[config.mk]
export PLATFORM = sky130hd
export DESIGN_NAME = serial_frame_tx
export DESIGN_NICKNAME = d
export VERILOG_FILES = /design/src/rtl/serial_frame_tx_pkg.sv /design/src/rtl/serial_frame_tx_baud_tick_gen.sv /design/src/rtl/serial_frame_tx.sv
export SDC_FILE = /design/constraint.sdc
export NUM_CORES = 1
export LEC_CHECK = 0
export BUFFER_PORTS_ARGS = -buffer_cell sky130_fd_sc_hd__buf_2
export CORE_ASPECT_RATIO = 1.4
export CORE_MARGIN = 3
export CORE_UTILIZATION = 45
export CTS_BUF_LIST = sky130_fd_sc_hd__clkbuf_2 sky130_fd_sc_hd__clkbuf_4 sky130_fd_sc_hd__clkbuf_8
export DETAILED_ROUTE_END_ITERATION = 10
export PLACE_DENSITY = 0.63
export SYNTH_ARGS = -nofsm -noshare
export SYNTH_HDL_FRONTEND = slang
export SYNTH_HIERARCHICAL = 1
export SYNTH_SLANG_ARGS = --single-unit
[constraint.sdc]
create_clock -name sr_clk -period 3.6 [get_ports sr_clk]
set_input_delay 0.72 -clock sr_clk [delete_from_list [all_inputs] [get_ports sr_clk]]
set_output_delay 0.72 -clock sr_clk [all_outputs]
set_load 0.01 [all_outputs]
[src/rtl/serial_frame_tx_pkg.sv]
// Shared line levels, FSM encoding and width helpers for the serial frame transmitter.
package serial_frame_tx_pkg;

  localparam logic START_BIT  = 1'b0;
  localparam logic STOP_BIT   = 1'b1;
  localparam logic IDLE_LEVEL = 1'b1;

  typedef enum logic {
    ST_IDLE  = 1'b0,
    ST_SHIFT = 1'b1
  } tx_state_e;

  function automatic int frame_width(input int data_w, input int parity_en, input int stop_bits);
    return 1 + data_w + ((parity_en != 0) ? 1 : 0) + stop_bits;
  endfunction

  // Counter width for a 0..n-1 counter, never narrower than one bit.
  function automatic int cnt_width(input int n);
    return (n > 1) ? $clog2(n) : 1;
  endfunction

endpackage

[src/rtl/serial_frame_tx_baud_tick_gen.sv]
// Bit-period timer: tick is high on the last sr_clk cycle of every line bit while enabled.
module baud_tick_gen
  import serial_frame_tx_pkg::*;
#(
  parameter int CLKS_PER_BIT = 1
) (
  input  logic sr_clk,
  input  logic rst,
  input  logic en,
  output logic tick
);

  localparam int CW = cnt_width(CLKS_PER_BIT);
  localparam logic [CW-1:0] LAST = CW'(CLKS_PER_BIT - 1);

  logic [CW-1:0] cnt_q;
  logic [CW-1:0] cnt_d;

  // Next count: held at zero while disabled so each frame starts on a fresh period.
  always_comb begin
    cnt_d = cnt_q;
    if (!en) begin
      cnt_d = '0;
    end else if (cnt_q == LAST) begin
      cnt_d = '0;
    end else begin
      cnt_d = cnt_q + CW'(1);
    end
  end

  // Count register.
  always_ff @(posedge sr_clk) begin
    if (rst) begin
      cnt_q <= '0;
    end else begin
      cnt_q <= cnt_d;
    end
  end

  assign tick = en && (cnt_q == LAST);

endmodule

[src/rtl/serial_frame_tx.sv]
// Framed serial transmitter: one-word holding register feeding a start/data/parity/stop shifter.
module serial_frame_tx
  import serial_frame_tx_pkg::*;
#(
  parameter int DATA_W       = 8,
  parameter int PARITY_EN    = 1,
  parameter int PARITY_ODD   = 0,
  parameter int STOP_BITS    = 1,
  parameter int LSB_FIRST    = 1,
  parameter int CLKS_PER_BIT = 1
) (
  input  logic              sr_clk,
  input  logic              rst,
  input  logic [DATA_W-1:0] parallel_in,
  input  logic              load,
  output logic              ready,
  output logic              bit_out,
  output logic              busy,
  output logic              frame_done
);

  localparam int FRAME_W = frame_width(DATA_W, PARITY_EN, STOP_BITS);
  localparam int REM_W   = FRAME_W - 1;
  localparam int BCW     = cnt_width(FRAME_W);
  localparam logic [BCW-1:0] LAST_BIT = BCW'(FRAME_W - 1);

  tx_state_e         state_q;
  logic [DATA_W-1:0] hold_q;
  logic              hold_par_q;
  logic              hold_full_q;
  logic [REM_W-1:0]  shreg_q;
  logic [BCW-1:0]    bit_cnt_q;
  logic              bit_out_q;
  logic              busy_q;
  logic              frame_done_q;

  logic               tick_s;
  logic               accept_s;
  logic               frame_end_s;
  logic               xfer_s;
  logic               par_s;
  logic [FRAME_W-1:0] frame_s;

  baud_tick_gen #(
    .CLKS_PER_BIT(CLKS_PER_BIT)
  ) u_baud (
    .sr_clk(sr_clk),
    .rst   (rst),
    .en    (state_q == ST_SHIFT),
    .tick  (tick_s)
  );

  assign par_s       = (^parallel_in) ^ (PARITY_ODD != 0);
  assign accept_s    = load && !hold_full_q;
  assign frame_end_s = (state_q == ST_SHIFT) && tick_s && (bit_cnt_q == LAST_BIT);
  assign xfer_s      = hold_full_q && ((state_q == ST_IDLE) || frame_end_s);

  // Frame image in transmit order (bit 0 leaves first), built from the held word.
  always_comb begin
    frame_s    = {FRAME_W{STOP_BIT}};
    frame_s[0] = START_BIT;
    for (int i = 0; i < DATA_W; i++) begin
      if (LSB_FIRST != 0) begin
        frame_s[1 + i] = hold_q[i];
      end else begin
        frame_s[1 + i] = hold_q[DATA_W - 1 - i];
      end
    end
    if (PARITY_EN != 0) begin
      frame_s[1 + DATA_W] = hold_par_q;
    end else begin
      frame_s[1 + DATA_W] = STOP_BIT;
    end
  end

  // Holding register: accept and transfer are exclusive since one needs it empty, the other full.
  always_ff @(posedge sr_clk) begin
    if (rst) begin
      hold_q      <= '0;
      hold_par_q  <= 1'b0;
      hold_full_q <= 1'b0;
    end else if (accept_s) begin
      hold_q      <= parallel_in;
      hold_par_q  <= par_s;
      hold_full_q <= 1'b1;
    end else if (xfer_s) begin
      hold_full_q <= 1'b0;
    end
  end

  // Line FSM; shreg_q holds the frame bits still to follow the one on bit_out.
  always_ff @(posedge sr_clk) begin
    if (rst) begin
      state_q      <= ST_IDLE;
      shreg_q      <= {REM_W{STOP_BIT}};
      bit_cnt_q    <= '0;
      bit_out_q    <= IDLE_LEVEL;
      busy_q       <= 1'b0;
      frame_done_q <= 1'b0;
    end else begin
      frame_done_q <= 1'b0;
      case (state_q)
        ST_IDLE: begin
          if (hold_full_q) begin
            shreg_q   <= frame_s[FRAME_W-1:1];
            bit_out_q <= frame_s[0];
            bit_cnt_q <= '0;
            busy_q    <= 1'b1;
            state_q   <= ST_SHIFT;
          end else begin
            bit_out_q <= IDLE_LEVEL;
            busy_q    <= 1'b0;
          end
        end
        ST_SHIFT: begin
          if (frame_end_s) begin
            frame_done_q <= 1'b1;
            if (hold_full_q) begin
              shreg_q   <= frame_s[FRAME_W-1:1];
              bit_out_q <= frame_s[0];
              bit_cnt_q <= '0;
            end else begin
              shreg_q   <= {REM_W{STOP_BIT}};
              bit_out_q <= IDLE_LEVEL;
              bit_cnt_q <= '0;
              busy_q    <= 1'b0;
              state_q   <= ST_IDLE;
            end
          end else if (tick_s) begin
            bit_out_q <= shreg_q[0];
            shreg_q   <= {STOP_BIT, shreg_q[REM_W-1:1]};
            bit_cnt_q <= bit_cnt_q + BCW'(1);
          end
        end
        default: begin
          state_q   <= ST_IDLE;
          bit_out_q <= IDLE_LEVEL;
          busy_q    <= 1'b0;
        end
      endcase
    end
  end

  assign ready      = !hold_full_q;
  assign bit_out    = bit_out_q;
  assign busy       = busy_q;
  assign frame_done = frame_done_q;

endmodule

# Word level (Yosys, flattened, before mapping)
# Index checks and enable logic that the tools add are counted.
classes:
  bitwise: 2
  n_mux: 22
  n_addsub: 2
  n_eq_ne: 5
  reduce_logical: 13
ops:
  columns: ["cell", "count"]
  rows:
  - ["10-bit two-way mux", 3]
  - ["10-bit one-hot mux with 2 select lines", 1]
  - ["4-bit two-way mux", 3]
  - ["1-bit two-way mux", 10]
  - ["9-bit two-way mux", 1]
  - ["4-bit one-hot mux with 2 select lines", 1]
  - ["8-bit XOR reduction", 1]
  - ["1-bit one-hot mux with 2 select lines", 3]
  - ["1-bit logical AND", 5]
  - ["4-bit by 1-bit adder with 4-bit output (second input constant)", 1]
  - ["4-bit == test (second input constant)", 1]
  - ["2-bit != test (second input constant)", 2]
  - ["2-bit AND reduction", 2]
  - ["3-bit by 1-bit != test with 1-bit output (second input constant)", 1]
  - ["3-bit OR reduction", 1]
  - ["2-bit by 1-bit != test with 1-bit output (second input constant)", 1]
  - ["1-bit NOT", 2]
  - ["2-bit nonzero test", 1]
  - ["2-bit OR reduction", 1]
  - ["1-bit adder (second input constant)", 1]
  - ["1-bit logical NOT", 1]
  - ["1-bit logical OR", 1]
totals:
  out_inout_bits: 4
  ff_bits: 29

# Depth between registers and ports, before layout
logic_depth:
  ltp_word: 8
  depth_mapped: 8

# Modules after synthesis
# Netlist, hierarchy kept.
modules_own_cells:
  columns: ["mod", "area_per_inst_um2", "cells_each", "n_inst"]
  rows:
  - ["serial_frame_tx", 1182.4, 145, 1]
  - ["baud_tick_gen", 37.5, 3, 1]

# Worst setup path after synthesis
# OpenSTA, ideal clock, no wires.
synth_timing:
  path_type: "register to register"
  startpoint: "register bit_cnt_q[0]"
  endpoint: "register bit_cnt_q[1]"
  setup_ns: 0.070
  slack_ns: 2.000
  arrival_time_ns: 1.529
  synth_period_minus_slack_ns: 1.600
  path_stages_with_launch: 8
  path_cell_list: "dfxtp_1 inv_1 ha_1 and3b_1 buf_6 a21bo_1 or3_1 a21oi_1"
synth_via:
  elab_chain_cells: 4
  word_cells_on_any_way: 8
  classes_between: "add/sub (1); eq/ne (2); mux (3); reduce/logical (2)"
synth_lines:
  columns: ["item", "line", "rtl"]
  rows:
  - ["start: declaration", "serial_frame_tx.sv:32", "logic [BCW-1:0] bit_cnt_q;"]
  - ["start signal: assignment", "serial_frame_tx.sv:132", "bit_cnt_q <= bit_cnt_q + BCW'(1);"]
  - ["4-bit by 1-bit adder with 4-bit output or 4-bit == test (tied branches)", "serial_frame_tx.sv:132, serial_frame_tx.sv:55", null]
  - ["4-bit two-way mux or 1-bit logical AND (tied branches)", "serial_frame_tx.sv:129, serial_frame_tx.sv:55", null]
  - ["4-bit two-way mux or 3-bit by 1-bit != test with 1-bit output (tied branches)", null, null]
  - ["4-bit one-hot mux with 2 select lines or 2-bit AND reduction (tied branches)", null, null]
# Parallel ways exist; a longest one is shown, timed or not. The select of a mux whose other input is x is not followed.
# A chain may end at the register's enable or synchronous reset.

# Worst setup path in the final report
# Ends and elaborated chain as after synthesis.

==> out/summary.txt <==
hold slack - 0.471 ns
area share of fa/ha/maj cells after synthesis - 0.0205
Syn Area/Cell - 8.24 um2
Post-CTS Setup Inserts - 0
layout cell share with drive strength beyond 1 - 0.138
Post-Route WL - 2360 um
Worst path slowest cell - dfxtp_1
outcome - complete, no violations
Die Area - 3380 um2
DRC - 0
Worst-path clk slew - 0.15 ns
Hold Path Sink - busy$_SDFFE_PP0P_
Setup TNS Final - 0 ns
crit end category - flip-flop
Least-Margin Pin Slew - 0.624 ns
Post-synth top cells - a21oi_1, dfxtp_1, nand2_1, o21ai_0, nor2_1
Crit Reg-Reg Startpoint - bit_cnt_q[0]$_SDFFE_PP0P_
num ports - 15
Hold Crit Depth - 2
minimum clock period - 1.88 ns
DR vias/cell - 5.38
hold buffer count at CTS - 0
DR pass1 iterations - 4
area leader, netlist - dfxtp_1
remaining antenna violation count after routing - 0
crit path DAT - 2.15 ns
worst reg2reg setup slack - 1.72 ns
Worst slew margin - 0.583
Static Leak - 0.495 nW
Gates resized, CTS repair - 0
TritonCTS clock tree - built
Mapped Nets - 161
share of the synthesized area in the top cell type - 0.459
clk_lat worst skew - 0.32 ns
top_reg_cell synth - dfxtp_1
Post-Synthesis Cell Area - 1220 um2
routability congestion estimate - 0.723
kind of critical path - reg -> reg
largest family of logic cells by synthesized area - compound AO/OA/AOI/OAI gates
area delta synth->final - 9.54%
max-slew violation count - 0
hold_sp - busy$_SDFFE_PP0P_
NumNets Final - 173
synthesis-stage register bit count - 28
FMAX - 0.531 GHz
Max rail drop VDD - 223 uV
Initial Util - 0.489
number of cell rows - 21
vias in the first global route - 973
CTS sink count - 28
worst path bufs/invs - 1
vias - 1038
Design Area, Final - 1340 um2
overall die width - 50.0 um
H-Tree Depth - 1
post-DP HPWL - 1690 um
Reg2Reg Depth - 6
WL per Instance - 12.2 um
IO buf count - 14
Core ar. - 2500 um2
CP required - 3.87 ns
Mapped Cells - 148
final count of hold timing violations - 0
post-synthesis simple-gate area fraction - 0.176
mux contribution to synthesized area - 0
critical path cell sequence - inv_1 -> ha_1 -> and3b_1 -> a21bo_1 -> or3_1 -> a21oi_1
synth warn - 6
FFs w/ async S/R, synth - 0
XOR/XNOR Fraction of Synth Area - 0.0503
GRT overflow - 0
GRT Util Overall - 0.158
Netlist cell types - 30
Area contributors post-synth - dfxtp_1, a21oi_1, nand2_1
antenna cells - 0
crit-path leading delay family - simple AND/OR/NAND/NOR gates
reg-to-reg critical path endpoint - bit_cnt_q[1]$_SDFFE_PP0P_
clk root buf - clkbuf_4
CTS Buffer Depth - 2
overall die height - 67.6 um
cts bufs inserted - 3
1st-iter DRT viols - 6
max cap viols - 0
CP Launch Type - flip-flop
largest fanout on the critical path - 12
delay of the slowest critical-path stage - 0.44 ns
Min-Delay Path Class - reg -> reg
Cell Area, Placed - 1300 um2
post-layout util - 0.535
RSZ-0062 raised after global routing - no
Compound-Gate Fraction of Synth Area - 0.245
pwr/cell area - 424 nW/um2
Final Setup Violations - 0
Tcrit/Tclk final - 0.523
first-pass GRT wire length - 4140 um
clock skew - 0.00732 ns
largest net degree at the start of global routing - 27
initial antenna violation count - 0
Seq/Total Area, Yosys - 0.459
EDFF count, synth - 0
==> placed cells by master, fill, tap and decap left out, types with 2 or more instances in the layout <==
master    instances
a21oi_1          28
a211oi_1          3
clkbuf_4          3
a31oi_1           2
o22ai_1           6
or3_1             3
inv_1             4
nor2b_1           3
ha_1              2
nand2_1          21
xnor2_1           7
dfxtp_1          28
buf_2            14
nor3_1            3
o21ai_0           9
nor2_1            8
==> metal layers <==
| metal | track usage | vias up | routed length, um |
|---|---|---|---|
| met1 | 0.170 | 473 | 1030 |
| met2 | 0.301 | 24 | 1220 |
| met3 | 0.0199 | 2 | 86 |
| met4 | 0.0727 | 0 | 21 |
| li1 | - | 539 | - |
| met5 | 0 | - | 0 |
==> cell families (layout without fill, tap and decap cells) <==
kind of cell	Yosys count	in the layout
AO/OA/AOI/OAI	53	53
AND/OR/NAND/NOR	45	45
flip-flops	28	28
buffers and inverters	12	23
XOR/XNOR	7	7
adder cells (fa/ha/maj)	2	2
other	1	1
==> worst max path at each step <==
stage	startpoint	endpoint	slack, ns	depth (start not counted)
2_1_floorplan	bit_cnt_q[0]$_SDFFE_PP0P_	bit_cnt_q[1]$_SDFFE_PP0P_	2.00	7
3_3_place_gp	state_q$_SDFF_PP0_	bit_cnt_q[1]$_SDFFE_PP0P_	1.82	5
3_5_place_dp	bit_cnt_q[0]$_SDFFE_PP0P_	bit_cnt_q[1]$_SDFFE_PP0P_	1.76	6
4_1_cts	bit_cnt_q[0]$_SDFFE_PP0P_	bit_cnt_q[1]$_SDFFE_PP0P_	1.72	6
5_1_grt	state_q$_SDFF_PP0_	bit_cnt_q[1]$_SDFFE_PP0P_	1.57	5
6_report	bit_cnt_q[0]$_SDFFE_PP0P_	bit_cnt_q[1]$_SDFFE_PP0P_	1.72	6
==> flip-flops by register name, summed over array words and instances (netlist names) <==
register	cells
bit_cnt_q	4
bit_out	1
busy	1
frame_done	1
hold_full_q	1
hold_par_q	1
hold_q	8
shreg_q	9
state_q	1
u_baud/cnt_q	1
==> power by group <==
part / switching (mW) / internal, mW
Combinational: 0.0410 / 0.0327
Sequential: 0.0128 / 0.330
Clock: 0.0887 / 0.0619
==> worst register-to-register path, stage by stage (launching register included) <==
cell and delay, ns:
dfxtp_1 0.44, inv_1 0.07, ha_1 0.19, and3b_1 0.25, a21bo_1 0.36, or3_1 0.39
a21oi_1 0.13
==> area by class of cell <==
class | count | area, um2
tap | 34 | 42.5
sequential | 28 | 561
fill | 263 | 1160
timing repair buffer | 15 | 77.6
clock buffer | 4 | 36.3
inverter | 4 | 15.0
multi-input combinational | 108 | 604
==> through the flow <==
step	worst slack, ns	power (mW)	cells
2_1_floorplan	2.00	0.402	148
3_3_place_gp	1.82	0.422	189
3_5_place_dp	1.76	0.424	189
4_1_cts	1.72	0.574	193
5_1_grt	1.57	0.594	193
6_report	1.72	0.567	193
No activity file was read; power rests on OpenSTA's default activity.
